[src/rtl/vram_cmd_sched.sv]
// Display command decoder and single-port VRAM arbiter.
// Scanout reads always win the port; command writes use the remaining cycles.
module vram_cmd_sched #(
  parameter int         ADDR_W     = 16,
  parameter logic [7:0] OP_SETADDR = 8'h01,
  parameter logic [7:0] OP_WRITE   = 8'h02,
  parameter logic [7:0] OP_FILL    = 8'h03
) (
  input  logic              clk,
  input  logic              rst,
  input  logic              cmd_valid,
  input  logic [7:0]        cmd_data,
  output logic              cmd_ready,
  input  logic              scan_req,
  input  logic [ADDR_W-1:0] scan_addr,
  output logic              scan_grant,
  output logic [ADDR_W-1:0] vram_addr,
  output logic [7:0]        vram_wdata,
  output logic              vram_we,
  output logic              vram_re,
  output logic              busy,
  output logic              cmd_err
);

  typedef enum logic [3:0] {
    S_OP,
    S_ALO,
    S_AHI,
    S_WDATA,
    S_WAIT,
    S_FCLO,
    S_FCHI,
    S_FDATA,
    S_FILL
  } state_t;

  state_t            state_q, state_d;
  logic [ADDR_W-1:0] ptr_q, ptr_d;
  logic [15:0]       cnt_q, cnt_d;
  logic [7:0]        data_q, data_d;
  logic [ADDR_W-1:0] addr_q, addr_d;
  logic [7:0]        wdata_q, wdata_d;
  logic              we_q, we_d;
  logic              re_q, re_d;
  logic              grant_q, grant_d;
  logic              ready_q, ready_d;
  logic              busy_q, busy_d;
  logic              err_q, err_d;

  logic fire;
  logic pend;

  assign fire = cmd_valid && ready_q;
  assign pend = (state_q == S_WAIT) || (state_q == S_FILL);

  always_comb begin
    state_d = state_q;
    ptr_d   = ptr_q;
    cnt_d   = cnt_q;
    data_d  = data_q;
    addr_d  = addr_q;
    wdata_d = wdata_q;
    we_d    = 1'b0;
    re_d    = 1'b0;
    grant_d = 1'b0;
    err_d   = 1'b0;

    if (scan_req) begin
      re_d    = 1'b1;
      grant_d = 1'b1;
      addr_d  = scan_addr;
    end else if (pend) begin
      we_d    = 1'b1;
      addr_d  = ptr_q;
      wdata_d = data_q;
      ptr_d   = ptr_q + ADDR_W'(1);
      if (state_q == S_WAIT) begin
        state_d = S_OP;
      end else begin
        cnt_d = cnt_q - 16'd1;
        if (cnt_q == 16'd1) state_d = S_OP;
      end
    end

    // pend and fire are mutually exclusive: ready is low while a write waits
    if (fire) begin
      case (state_q)
        S_OP: begin
          unique case (1'b1)
            (cmd_data == OP_SETADDR): state_d = S_ALO;
            (cmd_data == OP_WRITE):   state_d = S_WDATA;
            (cmd_data == OP_FILL):    state_d = S_FCLO;
            default:                  err_d   = 1'b1;
          endcase
        end
        S_ALO: begin
          ptr_d[7:0] = cmd_data;
          state_d    = S_AHI;
        end
        S_AHI: begin
          ptr_d   = {cmd_data[ADDR_W-9:0], ptr_q[7:0]};
          state_d = S_OP;
        end
        S_WDATA: begin
          data_d  = cmd_data;
          state_d = S_WAIT;
        end
        S_FCLO: begin
          cnt_d[7:0] = cmd_data;
          state_d    = S_FCHI;
        end
        S_FCHI: begin
          cnt_d[15:8] = cmd_data;
          state_d     = S_FDATA;
        end
        S_FDATA: begin
          data_d  = cmd_data;
          state_d = (cnt_q == 16'd0) ? S_OP : S_FILL;
        end
        default: ;
      endcase
    end

    ready_d = (state_d != S_WAIT) && (state_d != S_FILL);
    busy_d  = (state_d != S_OP);
  end

  always_ff @(posedge clk) begin
    if (rst) begin
      state_q <= S_OP;
      ptr_q   <= '0;
      cnt_q   <= '0;
      data_q  <= '0;
      addr_q  <= '0;
      wdata_q <= '0;
      we_q    <= 1'b0;
      re_q    <= 1'b0;
      grant_q <= 1'b0;
      ready_q <= 1'b0;
      busy_q  <= 1'b0;
      err_q   <= 1'b0;
    end else begin
      state_q <= state_d;
      ptr_q   <= ptr_d;
      cnt_q   <= cnt_d;
      data_q  <= data_d;
      addr_q  <= addr_d;
      wdata_q <= wdata_d;
      we_q    <= we_d;
      re_q    <= re_d;
      grant_q <= grant_d;
      ready_q <= ready_d;
      busy_q  <= busy_d;
      err_q   <= err_d;
    end
  end

  assign cmd_ready  = ready_q;
  assign scan_grant = grant_q;
  assign vram_addr  = addr_q;
  assign vram_wdata = wdata_q;
  assign vram_we    = we_q;
  assign vram_re    = re_q;
  assign busy       = busy_q;
  assign cmd_err    = err_q;

endmodule

[config.mk]
export PLATFORM = sky130hd
export DESIGN_NAME = vram_cmd_sched
export DESIGN_NICKNAME = d
export VERILOG_FILES = /design/src/rtl/vram_cmd_sched.sv
export SDC_FILE = /design/constraint.sdc
export NUM_CORES = 1
export LEC_CHECK = 0
export CAP_MARGIN = 10
export CELL_PAD_IN_SITES_DETAIL_PLACEMENT = 1
export CELL_PAD_IN_SITES_GLOBAL_PLACEMENT = 2
export CORE_MARGIN = 2
export CORE_UTILIZATION = 34
export DETAILED_ROUTE_END_ITERATION = 10
export PLACE_DENSITY = 0.92
export SLEW_MARGIN = 10
export SYNTH_ARGS = -nofsm -noshare
export SYNTH_HDL_FRONTEND = slang
export SYNTH_SLANG_ARGS = --single-unit
[constraint.sdc]
create_clock -name clk -period 3.8 [get_ports clk]
set_input_delay 0.95 -clock clk [delete_from_list [all_inputs] [get_ports clk]]
set_output_delay 0.95 -clock clk [all_outputs]
set_load 0.03 [all_outputs]
==> results by group <==
Status
  • Status: completed

Yosys
  • Syn Nets: approximately 460
  • Post-synth top flop: dfxtp_1
  • Syn. warnings: 0
  • Post-Synth Adder-Cell Area: about 1.4%
  • Largest family of logic cells by synthesized area: simple AND/OR/NAND/NOR gates
  • Flops & latches, synth: 73
  • Post-synth EDFFs: 0
  • Multiplexer area fraction after synthesis: approximately 2.6%
  • Synth cell types: 46
  • Synth Area per Inst: around 8.3 um2
  • Simple-gate share of the synthesized area: 27.4%
  • Async S/R FF share, synth: 0%
  • Mapped Cells: 425
  • Synthesized area: between 3000 and 4000 um2
  • Post-Synth XOR/XNOR Area: approximately 6.5%
  • Post-synthesis compound-gate area fraction: between 10% and 20%
  • Post-synthesis sequential area ratio: 41.5%

GRT
  • First-pass GRT wire length: roughly 18 mm
  • GRT Residual Overflow: 0
  • Largest net degree at the start of global routing: 42
  • Vias in the first global route: around 3.5k
  • GRT Overall Usage: about a fifth
  • Antenna violations before repair: 0

Power
  • Switching share of power: a little over a quarter
  • Peak VDD IR: 0.155 mV
  • Sequential power share: 49.9%
  • Clock share of power: roughly 39%
  • Int Pwr: approximately 0.0012 W
  • PwrDens: roughly 360 nW/um2
  • Pleak: ~1.6 nW
  • Combinational share of power: a little over a tenth
  • Net switching power: ~0.00042 W

Finish
  • # fillers: approximately 1.2k
  • Area of the multi-input gates: roughly 1900 um2
  • Most frequent cells in the layout: dfxtp_1 (73), nor2_1 (63), clkdlybuf4s50_1 (56), nand2_1 (45), nand3_1 (28)
  • Area delta synth->final: 26.2%
  • Sequential cell area: 1460 um2
  • Share of cells above drive strength 1: under 10%
  • Final Cell Area: between 4000 and 5000 um2
  • Nets: 511
  • Ant. Diodes: 0
  • Commonest non-fill, non-tap cell in the layout: dfxtp_1

Floorplanning
  • IO Pins: between 50 and 60
  • Core Region: slightly above 10000 um2
  • Die X: ~110 um
  • Die area: between 10000 and 15000 um2
  • Initial Util: about 35%
  • Site Rows: 37
  • Die height: 106 um

Clocking
  • Resize count post-CTS: 0
  • Post-CTS setup repair buffer count: 0
  • Clock root buffer: clkbuf_8
  • Clk sinks: 73
  • Clk slew on worst S/H paths: approximately 0.08 ns
  • Cts bufs inserted: 9
  • Hold-fix buffers at CTS: 0
  • TritonCTS clock tree: built
  • H-tree depth: 3
  • Longest Clk Path Bufs: 2
  • Clk Latency, worst-skew pair: 0.36 ns

Critical path
  • Max Fanout on Critical Path: 7
  • Slowest-stage cell, CP: clkdlybuf4s50_1
  • CP max stage delay: ~0.5 ns
  • Kind of critical path: input pin to flop
  • WP data required: roughly 4.1 ns
  • Crit-path cells: clkdlybuf4s50_1 > nor4_1 > buf_4 > nand4_1 > or3_1 > xor2_1 > a211oi_1
  • R2r setup slk: between 1 and 1.5 ns
  • Crit path launch type: input pin
  • Worst Setup End Kind: flop
  • WP data arrival: just over 3 ns

Routing
  • Via density: between 5 and 6
  • Per-cell routed wire length: around 17 um
  • Number of remaining DRC errors: 0
  • Total wire length: 10.7 mm
  • Final ANT Viol Nets: 0
  • Number of DRC markers in iteration 0: approximately 170
  • First-pass detailed-route iteration total: 5
  • Total number of vias: around 3.3k

Placed design
  • Detailed placer's ending HPWL: 7.76 mm
  • DP Area: around 4300 um2
  • Global placer's final weighted congestion: between 0.8 and 0.9
  • I/O Buffers: 57

STA
  • Tcrit/Tclk final: between 70% and 80%
  • Fmax: between 300 and 400 MHz
  • Final setup fails: 0
  • Worst-margin pin slew: 0.705 ns
  • Fin Setup TNS: 0 ns
  • Final Hold Vio Count: 0
  • Minimum clock period: ~2.8 ns
  • Skew final: 0.00835 ns
  • RSZ-0062 raised after global routing: false
  • Fin. max-slew vios: 0
  • Relative slew slack: a little over half

Min path
  • Type of the tightest min-delay check: flop to flop

Job
  • Max cap viols: 0
per-layer routing:
layer / share of wire [%] / GRT usage [%] / vias up
li1: - / - / 1639
met1: 47 / 25.4 / 1582
met2: 46 / 32.8 / 69
met3: 4.0 / 4.14 / 22
met4: 3.3 / 9.30 / 0
met5: 0 / 0 / -
per-stage QoR:
step	instances	total power [W]	utilization (%)	hold WS [ns]	worst slack, ns
4_1_cts	619	0.00162	43.7	0.463	0.972
6_report	619	0.00160	43.7	0.461	0.997
5_1_grt	619	0.00166	43.7	0.480	0.838
2_1_floorplan	425	0.000896	-	0.431	1.21
3_3_place_gp	604	0.000985	41.7	0.446	0.647
3_5_place_dp	604	0.000990	41.7	0.453	0.591
cell families after synthesis:
kind of cell	count (synthesis)
and+or+nand+nor	199
xor gates and xnor gates	26
AOI/OAI and AO/OA	77
buffers and inverters	37
adders and majority gates	4
DFF	73
muxes	9
layout make-up:
type	count	area share [%]
Inverter	10	0.844
Tap cell	136	3.83
Sequential cell	73	32.9
Multi-Input combinational cell	315	43.2
Timing Repair Buffer	70	14.9
Clock inverter	4	1.21
Clock buffer	11	3.18
critical path: cells and delay by family:
family                    cells  cell delay [ns]
AOI/OAI and AO/OA             1             0.21
xor gates and xnor gates      1             0.15
buffers and inverters         2             0.70
and+or+nand+nor               3             1.06
power groups by stage:
stage | combinational, W | clock [W] | sequential, W
2_1_floorplan | 0.0000574 | 0 | 0.000839
3_3_place_gp | 0.000172 | 0 | 0.000813
3_5_place_dp | 0.000176 | 0 | 0.000814
4_1_cts | 0.000177 | 0.000642 | 0.000796
5_1_grt | 0.000187 | 0.000674 | 0.000799
6_report | 0.000175 | 0.000625 | 0.000796
registers in the layout, summed over array words and instances (netlist names), 4 cells and up:
signal and cells:
ptr_q 16, state_q 4, vram_wdata 8, vram_addr 16, data_q 8, cnt_q 16
final timing paths:
check / from / depth (start not counted) / end
min reg2reg: data_q[2]$_SDFFE_PP0P_ / 2 / vram_wdata[2]$_SDFFE_PP0P_
max: scan_req / 7 / cnt_q[6]$_SDFF_PP0_
min: data_q[2]$_SDFFE_PP0P_ / 2 / vram_wdata[2]$_SDFFE_PP0P_
max reg2reg: state_q[3]$_SDFF_PP0_ / 6 / ptr_q[1]$_SDFFE_PP0P_
cell usage after synthesis (all sizes together), types with 3 or more instances:
| library cell | n | area (um2) |
|---|---|---|
| dfxtp | 73 | 1460 |
| nor2 | 63 | 236 |
| nand2 | 45 | 169 |
| nand3 | 28 | 140 |
| a211oi | 26 | 195 |
| clkbuf | 25 | 93.8 |
| nand4 | 14 | 87.6 |
| a21oi | 13 | 65.1 |
| xnor2 | 13 | 114 |
| xor2 | 13 | 114 |
| a311oi | 12 | 105 |
| o211a | 11 | 110 |
| inv | 9 | 33.8 |
| mux2i | 9 | 90.1 |
| nor4 | 9 | 56.3 |
| nor3 | 7 | 35.0 |
| or4 | 6 | 52.6 |
| and2 | 5 | 31.3 |
| or3 | 5 | 32.5 |
| ha | 4 | 50.1 |
| o21ai | 3 | 15.0 |
| o31ai | 3 | 22.5 |
| or2 | 3 | 18.8 |
Power figures use the tool's default switching activity.
